<file path="config.mk">
export PLATFORM = sky130hd
export DESIGN_NAME = lif_array_flat
export DESIGN_NICKNAME = d
export VERILOG_FILES = /design/src/rtl/lif_array_if.sv /design/src/rtl/lif_array.sv /design/src/flat_wrapper.sv
export SDC_FILE = /design/constraint.sdc
export NUM_CORES = 1
export LEC_CHECK = 0
export BUFFER_PORTS_ARGS = -buffer_cell sky130_fd_sc_hd__buf_2
export CAP_MARGIN = 25
export CORE_MARGIN = 4
export CORE_UTILIZATION = 48
export DETAILED_ROUTE_END_ITERATION = 8
export PLACE_DENSITY_LB_ADDON = 0.08
export SETUP_SLACK_MARGIN = 0.05
export SLEW_MARGIN = 0
export SYNTH_ARGS = -nofsm -noshare
export SYNTH_HDL_FRONTEND = slang
export SYNTH_SLANG_ARGS = --single-unit
</file>
<file path="constraint.sdc">
create_clock -name clk -period 13.95 [get_ports clk]
set_clock_uncertainty 0.15 [all_clocks]
set_input_delay 0.6975 -clock clk [delete_from_list [all_inputs] [get_ports clk]]
set_output_delay 0.6975 -clock clk [all_outputs]
set_load 0.01 [all_outputs]
</file>
<file path="src/rtl/lif_array_if.sv">
// Handshake and probe bundle for lif_array: input-current beats, spike-vector output, state probe.
interface lif_array_if #(
    parameter int WIDTH     = 16,
    parameter int N_NEURONS = 4
);
    localparam int IW = (N_NEURONS > 1) ? $clog2(N_NEURONS) : 1;

    logic                 in_valid;
    logic                 in_ready;
    logic [WIDTH-1:0]     in_current;
    logic                 learnable_threshold;
    logic                 learnable_beta;
    logic                 out_valid;
    logic                 out_ready;
    logic [N_NEURONS-1:0] out_spikes;
    logic [IW-1:0]        probe_idx;
    logic [WIDTH-1:0]     probe_state;

    modport slave (
        input  in_valid, in_current, learnable_threshold, learnable_beta,
               out_ready, probe_idx,
        output in_ready, out_valid, out_spikes, probe_state
    );

    modport master (
        output in_valid, in_current, learnable_threshold, learnable_beta,
               out_ready, probe_idx,
        input  in_ready, out_valid, out_spikes, probe_state
    );
endinterface

</file>
<file path="src/rtl/lif_array.sv">
// Time-multiplexed leaky integrate-and-fire array: one neuron per accepted beat, one spike vector per timestep.
// Optional feature: define LIF_REFRACTORY_EN to add per-neuron refractory counters.
module lif_array #(
    parameter int WIDTH       = 16,
    parameter int N_NEURONS   = 4,
    parameter int THRESH_INIT = 100,
    parameter int THRESH_MIN  = 8,
    parameter int THRESH_MAX  = 220,
    parameter int BETA_INIT   = 224,
    parameter int ADAPT_INC   = 295,
    parameter int ADAPT_DEC   = 244,
    parameter int REFRACT     = 2
) (
    input logic        clk,
    input logic        rst_n,
    lif_array_if.slave io
);
    localparam int IW = (N_NEURONS > 1) ? $clog2(N_NEURONS) : 1;
    localparam int TW = WIDTH + 9;

    localparam logic [IW-1:0]    LAST_IDX = IW'(N_NEURONS - 1);
    localparam logic [WIDTH-1:0] T_INIT   = WIDTH'(THRESH_INIT);
    localparam logic [WIDTH-1:0] T_MIN    = WIDTH'(THRESH_MIN);
    localparam logic [WIDTH-1:0] T_MAX    = WIDTH'(THRESH_MAX);
    localparam logic [TW-1:0]    T_INC_K  = TW'(ADAPT_INC);
    localparam logic [TW-1:0]    T_DEC_K  = TW'(ADAPT_DEC);
    localparam logic [16:0]      B_INC_K  = 17'(ADAPT_INC);
    localparam logic [16:0]      B_DEC_K  = 17'(ADAPT_DEC);
    localparam logic [7:0]       B_INIT   = 8'(BETA_INIT);

    logic [WIDTH-1:0]     state_q [N_NEURONS];
    logic [WIDTH-1:0]     thr_q   [N_NEURONS];
    logic [IW-1:0]        idx_q, idx_d;
    logic [7:0]           beta_q, beta_d;
    logic [N_NEURONS-1:0] acc_q, acc_d;
    logic [N_NEURONS-1:0] spikes_q, spikes_d;
    logic                 out_valid_q, out_valid_d;
    logic [WIDTH-1:0]     probe_q, probe_d;

    logic                 last, in_ready, fire;
    logic [WIDTH-1:0]     cur_state, cur_thr;
    logic                 refr_active, spike;
    logic [WIDTH+7:0]     decay_prod;
    logic [WIDTH:0]       sum;
    logic [WIDTH-1:0]     integ;
    logic [TW-1:0]        thr_up_prod, thr_dn_prod;
    logic [16:0]          beta_up_prod, beta_dn_prod;
    logic [WIDTH-1:0]     state_nxt, thr_nxt;
    logic [N_NEURONS-1:0] spike_vec;

    assign last      = (idx_q == LAST_IDX);
    assign in_ready  = !(last && out_valid_q && !io.out_ready);
    assign fire      = io.in_valid && in_ready;
    assign cur_state = state_q[idx_q];
    assign cur_thr   = thr_q[idx_q];

`ifdef LIF_REFRACTORY_EN
    localparam int RW = $clog2(REFRACT + 2);

    logic [RW-1:0] refr_q [N_NEURONS];
    logic [RW-1:0] cur_refr, refr_nxt;

    assign cur_refr    = refr_q[idx_q];
    assign refr_active = (cur_refr != '0);

    always_comb begin
        refr_nxt = cur_refr;
        if (refr_active)
            refr_nxt = cur_refr - 1'b1;
        else if (spike)
            refr_nxt = RW'(REFRACT);
    end

    always_ff @(posedge clk or negedge rst_n) begin
        if (!rst_n) begin
            for (int unsigned i = 0; i < N_NEURONS; i++)
                refr_q[i] <= '0;
        end else if (fire) begin
            refr_q[idx_q] <= refr_nxt;
        end
    end
`else
    assign refr_active = 1'b0;
`endif

    // Spike is decided on the stored state, before this beat's integration.
    assign spike = !refr_active && (cur_state >= cur_thr);

    assign decay_prod   = {8'b0, cur_state} * {{WIDTH{1'b0}}, beta_q};
    assign sum          = {1'b0, io.in_current} + {1'b0, decay_prod[WIDTH+7:8]};
    assign integ        = sum[WIDTH] ? '1 : sum[WIDTH-1:0];
    assign thr_up_prod  = {9'b0, cur_thr} * T_INC_K;
    assign thr_dn_prod  = {9'b0, cur_thr} * T_DEC_K;
    assign beta_up_prod = {9'b0, beta_q} * B_INC_K;
    assign beta_dn_prod = {9'b0, beta_q} * B_DEC_K;

    always_comb begin
        state_nxt = (refr_active || spike) ? '0 : integ;
        thr_nxt   = cur_thr;
        if (!refr_active && io.learnable_threshold) begin
            if (spike && (cur_thr < T_MAX))
                thr_nxt = thr_up_prod[WIDTH+7:8];
            else if (!spike && (cur_thr > T_MIN))
                thr_nxt = thr_dn_prod[WIDTH+7:8];
        end
    end

    always_comb begin
        spike_vec        = acc_q;
        spike_vec[idx_q] = spike;
    end

    always_comb begin
        idx_d       = idx_q;
        acc_d       = acc_q;
        spikes_d    = spikes_q;
        beta_d      = beta_q;
        out_valid_d = out_valid_q;
        if (out_valid_q && io.out_ready)
            out_valid_d = 1'b0;
        if (fire) begin
            if (last) begin
                idx_d       = '0;
                acc_d       = '0;
                spikes_d    = spike_vec;
                out_valid_d = 1'b1;
                if (io.learnable_beta) begin
                    if ((|spike_vec) && (beta_q < 8'd220))
                        beta_d = beta_up_prod[15:8];
                    else if (!(|spike_vec) && (beta_q > 8'd128))
                        beta_d = beta_dn_prod[15:8];
                end
            end else begin
                idx_d = idx_q + 1'b1;
                acc_d = spike_vec;
            end
        end
    end

    always_comb begin
        probe_d = '0;
        if (io.probe_idx <= LAST_IDX)
            probe_d = state_q[io.probe_idx];
    end

    always_ff @(posedge clk or negedge rst_n) begin
        if (!rst_n) begin
            for (int unsigned i = 0; i < N_NEURONS; i++) begin
                state_q[i] <= '0;
                thr_q[i]   <= T_INIT;
            end
        end else if (fire) begin
            state_q[idx_q] <= state_nxt;
            thr_q[idx_q]   <= thr_nxt;
        end
    end

    always_ff @(posedge clk or negedge rst_n) begin
        if (!rst_n) begin
            idx_q       <= '0;
            acc_q       <= '0;
            spikes_q    <= '0;
            beta_q      <= B_INIT;
            out_valid_q <= 1'b0;
            probe_q     <= '0;
        end else begin
            idx_q       <= idx_d;
            acc_q       <= acc_d;
            spikes_q    <= spikes_d;
            beta_q      <= beta_d;
            out_valid_q <= out_valid_d;
            probe_q     <= probe_d;
        end
    end

    assign io.in_ready    = in_ready;
    assign io.out_valid   = out_valid_q;
    assign io.out_spikes  = spikes_q;
    assign io.probe_state = probe_q;

    logic unused_bits;
    assign unused_bits = ^{decay_prod[7:0], thr_up_prod[TW-1], thr_up_prod[7:0],
                           thr_dn_prod[TW-1], thr_dn_prod[7:0],
                           beta_up_prod[16], beta_up_prod[7:0],
                           beta_dn_prod[16], beta_dn_prod[7:0]};
endmodule

</file>
<file path="src/flat_wrapper.sv">
// flat-port wrapper written by rule: the top's interface ports become plain ports
module lif_array_flat 
#(
    parameter int WIDTH       = 16,
    parameter int N_NEURONS   = 4,
    parameter int THRESH_INIT = 100,
    parameter int THRESH_MIN  = 8,
    parameter int THRESH_MAX  = 220,
    parameter int BETA_INIT   = 224,
    parameter int ADAPT_INC   = 295,
    parameter int ADAPT_DEC   = 244,
    parameter int REFRACT     = 2
)
  (clk, rst_n, io_in_valid, io_in_current, io_learnable_threshold, io_learnable_beta, io_out_ready, io_probe_idx, io_in_ready, io_out_valid, io_out_spikes, io_probe_state);
  lif_array_if #(.WIDTH(WIDTH), .N_NEURONS(N_NEURONS)) io_i ();
  input logic clk;
  input logic rst_n;
  input wire logic [$bits(io_i.in_valid)-1:0] io_in_valid;
  input wire logic [$bits(io_i.in_current)-1:0] io_in_current;
  input wire logic [$bits(io_i.learnable_threshold)-1:0] io_learnable_threshold;
  input wire logic [$bits(io_i.learnable_beta)-1:0] io_learnable_beta;
  input wire logic [$bits(io_i.out_ready)-1:0] io_out_ready;
  input wire logic [$bits(io_i.probe_idx)-1:0] io_probe_idx;
  output wire logic [$bits(io_i.in_ready)-1:0] io_in_ready;
  output wire logic [$bits(io_i.out_valid)-1:0] io_out_valid;
  output wire logic [$bits(io_i.out_spikes)-1:0] io_out_spikes;
  output wire logic [$bits(io_i.probe_state)-1:0] io_probe_state;
  assign io_i.in_valid = io_in_valid;
  assign io_i.in_current = io_in_current;
  assign io_i.learnable_threshold = io_learnable_threshold;
  assign io_i.learnable_beta = io_learnable_beta;
  assign io_i.out_ready = io_out_ready;
  assign io_i.probe_idx = io_probe_idx;
  assign io_in_ready = io_i.in_ready;
  assign io_out_valid = io_i.out_valid;
  assign io_out_spikes = io_i.out_spikes;
  assign io_probe_state = io_i.probe_state;
  lif_array #(.WIDTH(WIDTH), .N_NEURONS(N_NEURONS), .THRESH_INIT(THRESH_INIT), .THRESH_MIN(THRESH_MIN), .THRESH_MAX(THRESH_MAX), .BETA_INIT(BETA_INIT), .ADAPT_INC(ADAPT_INC), .ADAPT_DEC(ADAPT_DEC), .REFRACT(REFRACT)) u_core (.clk(clk), .rst_n(rst_n), .io(io_i));
endmodule
</file>
==> impl_metrics.py, run 1 <==
metrics = {
    "global_routing": {
        "grt_antenna_before_repair": 3,
        "grt_pass1_vias": 13300,
        "grt_pass1_wl_mm": 72.9,
        "overflow": 0,
        "grt_max_degree": 86,
        "grt_usage_pct": 22.3,
    },
    "finish": {
        "synthToLayoutAreaGrowth_pct": 8.02,
        "fill_cells": 3393,
        "finalNonFillerCells": 2290,
        "drive_above_1_share_pct": 15.2,
        "final_common_cell": "ha_1",
        "multi_input_area_mm2": 0.0130,
        "register_area_mm2": 0.00410,
        "nets": 2219,
        "final_cell_mix": "ha_1, inv_1, fa_1",
    },
    "critical_path": {
        "start_kind": "flip-flop",
        "cp_max_fo": 30,
        "cpLargestDelayFamily": "adder cells",
        "slowest_stage": "fa_1",
        "criticalPathCategory": "flip-flop to flip-flop",
        "rr_endpoint": "u_core.state_q[51]",
        "critPathMostFrequentCell": "a21oi_1",
        "r2r_slack_ns": 5.58,
        "startpoint": "u_core.idx_q[1]",
        "critPathCaptureType": "flip-flop",
        "required_ns": 14.11,
        "r2r-start": "u_core.idx_q[1]",
        "slowest_delay_ns": 0.55,
        "cp_num_buf_inv": 4,
        "cp_data_arrival_time_ns": 8.54,
        "rr_worst_depth": 29,
    },
    "die": {
        "ios": 46,
        "core_area_mm2": 0.0376,
        "die_area_mm2": 0.0412,
        "rows": 71,
        "initial_utilization_pct": 48.6,
        "die_h_um": 203,
        "die_w_um": 203,
    },
    "detailed_routing": {
        "route.detailed.drc": 0,
        "drtAntennaViolNets": 0,
        "routed_via_density": 5.56,
        "wl_per_cell_um": 19.3,
        "drt-total-wl_mm": 44.1,
        "num_vias": 12700,
        "dr.pass1.iters": 6,
        "drt_iter0_drc": 716,
    },
    "synthesis": {
        "syn_area_mm2": 0.0183,
        "syn-mean-instance-area_um2": 10.6,
        "ys_seq_area_share_pct": 22.4,
        "synth_async_sr_flop_share_pct": 100,
        "synth_edf_count": 0,
        "synthCells": 1725,
        "synth-main-ff-cell": "dfrtp_1",
        "ys_ff_latch": 163,
        "synth_fp_nets": 2180,
        "ys_types": 74,
        "yosys_warnings": 0,
    },
    "placement": {
        "dp_hpwl_mm": 33.6,
        "dp.cells": 2255,
        "gp_congestion": 0.876,
        "io_buffers": 45,
    },
    "sta": {
        "maxSlewHeadroom_pct": 33.4,
        "finalHoldViolations": 0,
        "worst_slew_pin_slew_ns": 0.997,
        "finalCritPeriodShare_pct": 60.0,
        "rsz0062_at_grt": "false",
        "finalSetupViolations": 0,
        "fin_crit_ns": 8.37,
        "finalSetupTns_ns": 0,
        "hold_slack_ns": 0.160,
        "max_freq_ghz": 0.119,
        "finalMaxSlewViolations": 0,
    },
    "clocking": {
        "cts_buffers": 17,
        "clk_latency_ns": 0.43,
        "cts_hold_buf": 0,
        "cts_buffer_depth": 2,
        "cts.sinks": 163,
        "clk_pin_slew_ns": 0.07,
        "cts-resized-gates": 0,
        "cts-root-buf": "clkbuf_16",
        "cts_setup_buffers": 0,
        "htree_num_levels": 4,
        "cts_tree": "built",
    },
    "run": {
        "cap_violations": 0,
    },
    "status": {
        "outcome": "completed",
    },
    "hold_path": {
        "min-delay-path-class": "input port to asynchronous set/reset pin",
    },
}
==> layout make-up <==
cell class	instances	share of cell area [%]
tap	511	3.24
timing repair buffer	61	1.88
clock buffer	17	2.16
clock inverter	15	0.958
inverter	254	4.83
antenna	2	0.0254
sequential	163	20.8
multi-input combinational	1267	66.1
==> flip-flops by register name, indices dropped and copies added, names as in the netlist <==
signal	flops
u_core.thr_q	64
u_core.acc_q	4
u_core.io.out_valid	1
u_core.io.probe_state	16
u_core.state_q	64
u_core.io.out_spikes	4
u_core.idx_q	2
u_core.beta_q	8
==> cells by family (layout without fill, tap and decap cells) <==
family	after synthesis	after routing	share of synthesized area [%]
xor gates and xnor gates	64	64	3.07
buffers and inverters	295	347	6.15
other	0	2	0
AOI/OAI and AO/OA	258	258	9.47
muxes	158	158	12.4
adders and majority gates	431	431	36.6
and+or+nand+nor	356	356	9.82
DFF	163	163	22.4
==> how the worst max path moves through the flow <==
stage	endpoint	cells past startpoint
6_report	u_core.state_q[51]	29
5_1_grt	u_core.state_q[31]	26
4_1_cts	u_core.state_q[51]	29
3_5_place_dp	u_core.state_q[33]	29
3_3_place_gp	u_core.state_q[33]	29
2_1_floorplan	u_core.state_q[10]	32
==> metal layers <==
metal	GRT usage, %	up-vias	part of all wire [%]	wire length (um)
met5	0	-	0	0
met4	3.66	0	1.4	618
met3	3.74	48	4.3	1890
met2	36.1	254	47	20600
met1	32.3	6483	48	21000
li1	-	5958	-	-
==> stage by stage <==
stage	util (%)	area, um^2	worst slack (ns)
floorplan	-	18300	5.68
global placement	50.8	19100	5.73
detailed placement	50.8	19100	5.64
CTS	52.4	19700	5.62
global route	52.5	19700	4.84
finish	52.5	19700	5.58
==> synthesized netlist by cell type, types with 14 or more instances <==
master    number  area share (%)
nor2b_1       14            0.48
a21o_1        22            0.90
nand3_1       14            0.38
ha_1         259              18
mux4_2        46             5.7
o21ai_0       60             1.6
a22o_1        14            0.67
nand2_1      120             2.5
nor3_1        21            0.58
dfrtp_1      148              20
clkbuf_1      32            0.66
and2_1        87             3.0
mux2i_1       19             1.0
mux2_2        90             5.5
nor2_1        49             1.0
a21oi_1       65             1.8
fa_1         172              19
xnor2_1       42             2.0
dfstp_2       15             2.2
xor2_1        22             1.1
inv_1        253             5.2
Power of run 1 is left out: the tool's default activity adds up to more than one toggle a clock period on the data nets, which glitch-free logic cannot reach.
==> inputs of run 2 (changes only) <==
clock period = 8.7 ns   (was 13.95 ns; I/O delays follow)
==> run 2 against run 1 <==
Net effect:
- flip-flop and latch count is the same
- worst setup slack got worse by 5.0 ns
- wire length is 1.7% higher
- count of clock-buffer cells in the layout unchanged
- maximum frequency rose by 3.3%
- sequential share of layout area about the same
- die area unchanged
- register-to-register slack worse by 5.0 ns
- largest cell class unchanged
- highest routed layer unchanged
==> impl_metrics.py, run 2 (same netlist as run 1, synthesis figures left out) <==
metrics = {
    "critical_path": {
        "start_kind": "flip-flop",
        "cp_max_fo": 20,
        "critPathMostFrequentCell": "a21oi_1",
        "required_ns": 8.85,
        "cp_data_arrival_time_ns": 8.26,
        "critPathCaptureType": "flip-flop",
        "slowest_stage": "fa_1",
        "slowest_delay_ns": 0.55,
        "criticalPathCategory": "flip-flop to flip-flop",
    },
    "placement": {
        "dp.cells": 2263,
        "gp_congestion": 0.873,
        "pre_cts_ws_ns": 0.599,
        "io_buffers": 45,
        "dp_hpwl_mm": 34.6,
    },
    "hold_path": {
        "min-delay-path-class": "input port to flip-flop",
    },
    "finish": {
        "final_cell_mix": "ha_1, inv_1, fa_1",
        "num_antenna_cells": 0,
        "finalNonFillerCells": 2297,
        "nets": 2228,
        "synthToLayoutAreaGrowth_pct": 8.26,
        "final_common_cell": "ha_1",
        "drive_above_1_share_pct": 15.6,
    },
    "detailed_routing": {
        "num_vias": 12700,
        "drt-total-wl_mm": 44.9,
        "dr.pass1.iters": 5,
        "routed_via_density": 5.52,
        "drtAntennaViolNets": 0,
        "drt_iter0_drc": 680,
        "wl_per_cell_um": 19.5,
        "route.detailed.drc": 0,
    },
    "sta": {
        "rsz0062_at_grt": "false",
        "max_freq_ghz": 0.123,
        "finalCritPeriodShare_pct": 93.1,
        "fin_ws_ns": 0.596,
        "worst_slew_pin_slew_ns": 0.947,
        "fin_crit_ns": 8.10,
        "finalHoldViolations": 0,
        "finalMaxSlewViolations": 0,
        "finalSetupViolations": 0,
        "maxSlewHeadroom_pct": 36.4,
        "finalSetupTns_ns": 0,
    },
    "run": {
        "cap_violations": 0,
    },
    "global_routing": {
        "grt_pass1_vias": 13400,
        "grt_usage_pct": 22.7,
        "grt_pass1_wl_mm": 74.4,
        "grt_max_degree": 87,
        "overflow": 0,
        "grt_antenna_before_repair": 2,
    },
    "clocking": {
        "cts_setup_buffers": 0,
        "cts_buffer_depth": 2,
        "clk_pin_slew_ns": 0.07,
        "cts_buffers": 17,
        "cts.sinks": 163,
        "cts_tree": "built",
        "htree_num_levels": 4,
        "cts-root-buf": "clkbuf_16",
        "clk_latency_ns": 0.45,
    },
    "die": {
        "die_h_um": 203,
        "initial_utilization_pct": 48.6,
        "rows": 71,
        "ios": 46,
        "die_area_mm2": 0.0412,
        "core_area_mm2": 0.0376,
        "die_w_um": 203,
    },
    "status": {
        "outcome": "completed",
    },
}
run 2: changes by cell type in the layout (fill, tap and decap cells not counted):
cell           before  now
diode_2             2    0
clkinv_4            1    3
dlygate4sd3_1       0    1
clkinv_2            0    1
bufinv_16           2    1
clkinvlp_4          2    0
dfrtp_4             0    1
dfrtp_2             1    0
buf_4              15   23
run 2: path summary, 6_finish.rpt:
check                                        start                       to  slack, ns  depth (start not counted)
setup / recovery                   u_core.idx_q[1]       u_core.state_q[49]       0.60                         29
hold / removal                        io_out_ready      u_core.io.out_valid       0.03                          2
setup reg to reg                   u_core.idx_q[1]       u_core.state_q[49]       0.60                         29
hold reg to reg            u_core.io.out_spikes[1]  u_core.io.out_spikes[1]       0.32                          2
max in group asynchronous                    rst_n          u_core.thr_q[2]       6.75                          4
min in group asynchronous                    rst_n       u_core.state_q[41]       0.48                          2
run 2: layout make-up:
class / instances / area, um^2
timing repair buffer: 70 / 442
fill: 3398 / 17800
inverter: 254 / 953
tap: 511 / 639
clock inverter: 15 / 166
clock buffer: 17 / 425
multi-input combinational: 1267 / 13000
sequential: 163 / 4100
run 2: layer usage:
metal,global-route usage [%],routed length [um]
met5,0,0
met3,2.70,1260
met2,36.7,20900
met1,33.8,22100
met4,3.93,574
run 2: timing repair:
item / in CTS / in global routing
hold buffers: 1 / 0
hold endpoints to repair: 77 / 0
gates resized for setup: 0 / 1
endpoints found under the setup margin: 0 / 1
run 2: metrics by stage:
step / utilization, % / hold WS [ns] / cell area [um^2]
CTS: 52.5 / 0.0175 / 19700
finish: 52.6 / 0.0333 / 19800
floorplan: - / -0.0106 / 18300
global placement: 50.9 / 0.309 / 19100
detailed placement: 50.9 / 0.317 / 19100
global route: 52.6 / 0.0308 / 19800
run 2: worst max-delay path: cells and delay by family (launching register included):
family / cells / cell delay (ns)
AO/OA/AOI/OAI: 14 / 2.48
flip-flops: 1 / 0.48
adder cells (fa/ha/maj): 6 / 2.74
multiplexers: 1 / 0.48
XOR/XNOR: 1 / 0.14
AND/OR/NAND/NOR: 3 / 0.77
buffers and inverters: 4 / 0.71
Power of run 2 is left out for the same reason.
==> inputs of run 3 (changes only) <==
RECOVER_POWER = 25   (was default)
==> run 3 against run 2 <==
Net effect:
- highest routed layer unchanged
- critical path depth unchanged
- largest cell class unchanged
- flip-flop and latch count unchanged
- sequential share of layout area about the same
- the run now ends with capacitance limit, slew limit left
- maximum frequency about the same
- non-clock buffer count unchanged
==> impl_metrics.py, run 3 (same netlist as run 1, synthesis figures left out) <==
metrics = {
    "placement": {
        "dp.cells": 2263,
        "io_buffers": 45,
        "dp_hpwl_mm": 34.6,
        "gp_congestion": 0.873,
    },
    "sta": {
        "finalCritPeriodShare_pct": 93.1,
        "rsz0062_at_grt": "false",
        "finalSetupViolations": 0,
        "finalHoldViolations": 0,
        "max_freq_ghz": 0.123,
        "worst_slew_pin_slew_ns": 4.60,
        "fin_crit_ns": 8.10,
        "maxSlewHeadroom_pct": -207,
        "finalMaxSlewViolations": 104,
        "hold_slack_ns": 0.0297,
        "finalSetupTns_ns": 0,
    },
    "finish": {
        "num_antenna_cells": 0,
        "nets": 2228,
        "final_cell_mix": "ha_1, inv_1, fa_1",
        "synthToLayoutAreaGrowth_pct": 8.21,
        "drive_above_1_share_pct": 15.5,
        "finalNonFillerCells": 2297,
        "post-route-util_pct": 52.6,
        "final_common_cell": "ha_1",
    },
    "clocking": {
        "cts-root-buf": "clkbuf_16",
        "clk_latency_ns": 0.45,
        "cts_tree": "built",
        "htree_num_levels": 4,
        "clk_pin_slew_ns": 0.07,
        "cts_buffers": 17,
        "cts.sinks": 163,
        "cts_setup_buffers": 0,
        "cts_buffer_depth": 2,
    },
    "die": {
        "die_h_um": 203,
        "rows": 71,
        "die_area_mm2": 0.0412,
        "ios": 46,
        "die_w_um": 203,
        "core_area_mm2": 0.0376,
        "initial_utilization_pct": 48.6,
    },
    "critical_path": {
        "cp_max_fo": 20,
        "r2r_slack_ns": 0.60,
        "cp_data_arrival_time_ns": 8.26,
        "critPathCaptureType": "flip-flop",
        "slowest_delay_ns": 0.55,
        "slowest_stage": "fa_1",
        "start_kind": "flip-flop",
        "criticalPathCategory": "flip-flop to flip-flop",
        "critPathMostFrequentCell": "a21oi_1",
        "required_ns": 8.86,
    },
    "hold_path": {
        "min-delay-path-class": "input port to flip-flop",
    },
    "detailed_routing": {
        "num_vias": 12700,
        "wl_per_cell_um": 19.5,
        "drt-total-wl_mm": 44.8,
        "route.detailed.drc": 0,
        "routed_via_density": 5.52,
        "drt_iter0_drc": 712,
        "drtAntennaViolNets": 0,
        "dr.pass1.iters": 5,
    },
    "run": {
        "cap_violations": 2,
    },
    "status": {
        "outcome": "complete, but fails checks",
        "violations": "capacitance limit, slew limit",
    },
    "global_routing": {
        "grt_antenna_before_repair": 2,
        "overflow": 0,
        "grt_pass1_wl_mm": 74.4,
        "grt_max_degree": 87,
        "grt_pass1_vias": 13400,
        "grt_usage_pct": 22.7,
    },
}
==> run 3: changes by cell type in the layout (fill, tap and decap cells not counted) <==
cell,before,now
buf_2,44,43
clkbuf_1,0,2
buf_6,1,0
==> run 3: path summary, 6_finish.rpt <==
path                                               from                      end  depth (start not counted)
worst max-delay path                    u_core.idx_q[1]       u_core.state_q[49]                         29
worst min-delay path                       io_out_ready      u_core.io.out_valid                          2
worst max register to register          u_core.idx_q[1]       u_core.state_q[49]                         29
worst min register to register  u_core.io.out_spikes[1]  u_core.io.out_spikes[1]                          2
max in group asynchronous                         rst_n         u_core.thr_q[61]                          2
min in group asynchronous                         rst_n       u_core.state_q[41]                          2
==> run 3: worst max-delay path, delay by kind of cell (launching register included) <==
| kind | cells | cell delay (ns) |
|---|---|---|
| AOI/OAI and AO/OA | 14 | 2.48 |
| buffers and inverters | 4 | 0.71 |
| muxes | 1 | 0.48 |
| adders and majority gates | 6 | 2.74 |
| DFF | 1 | 0.47 |
| xor gates and xnor gates | 1 | 0.14 |
| and+or+nand+nor | 3 | 0.77 |
==> run 3: what timing repair did <==
item / CTS / global route
endpoints found under the hold margin: 77 / 0
hold buffers: 1 / 0
resized for setup: 0 / 1
endpoints found under the setup margin: 0 / 1
==> run 3: final cells by class <==
class / count / area, um^2
Clock inverter: 15 / 166
Fill cell: 3400 / 17800
Timing Repair Buffer: 70 / 433
Clock buffer: 17 / 425
Inverter: 254 / 953
Sequential cell: 163 / 4100
Multi-Input combinational cell: 1267 / 13000
Tap cell: 511 / 639
==> run 3: metrics by stage <==
step,area [um^2],worst slack (ns)
after floorplan,18300,0.428
after global placement,19100,0.710
after detailed placement,19100,0.599
after CTS,19700,0.559
after global routing,19800,0.151
final,19800,0.600
==> run 3: per-layer routing <==
layer	part of all wire (%)	track usage, %
met4	1.4	3.93
met3	3.1	2.70
met1	49	33.8
met5	0	0
met2	47	36.7
Power of run 3 is left out for the same reason.
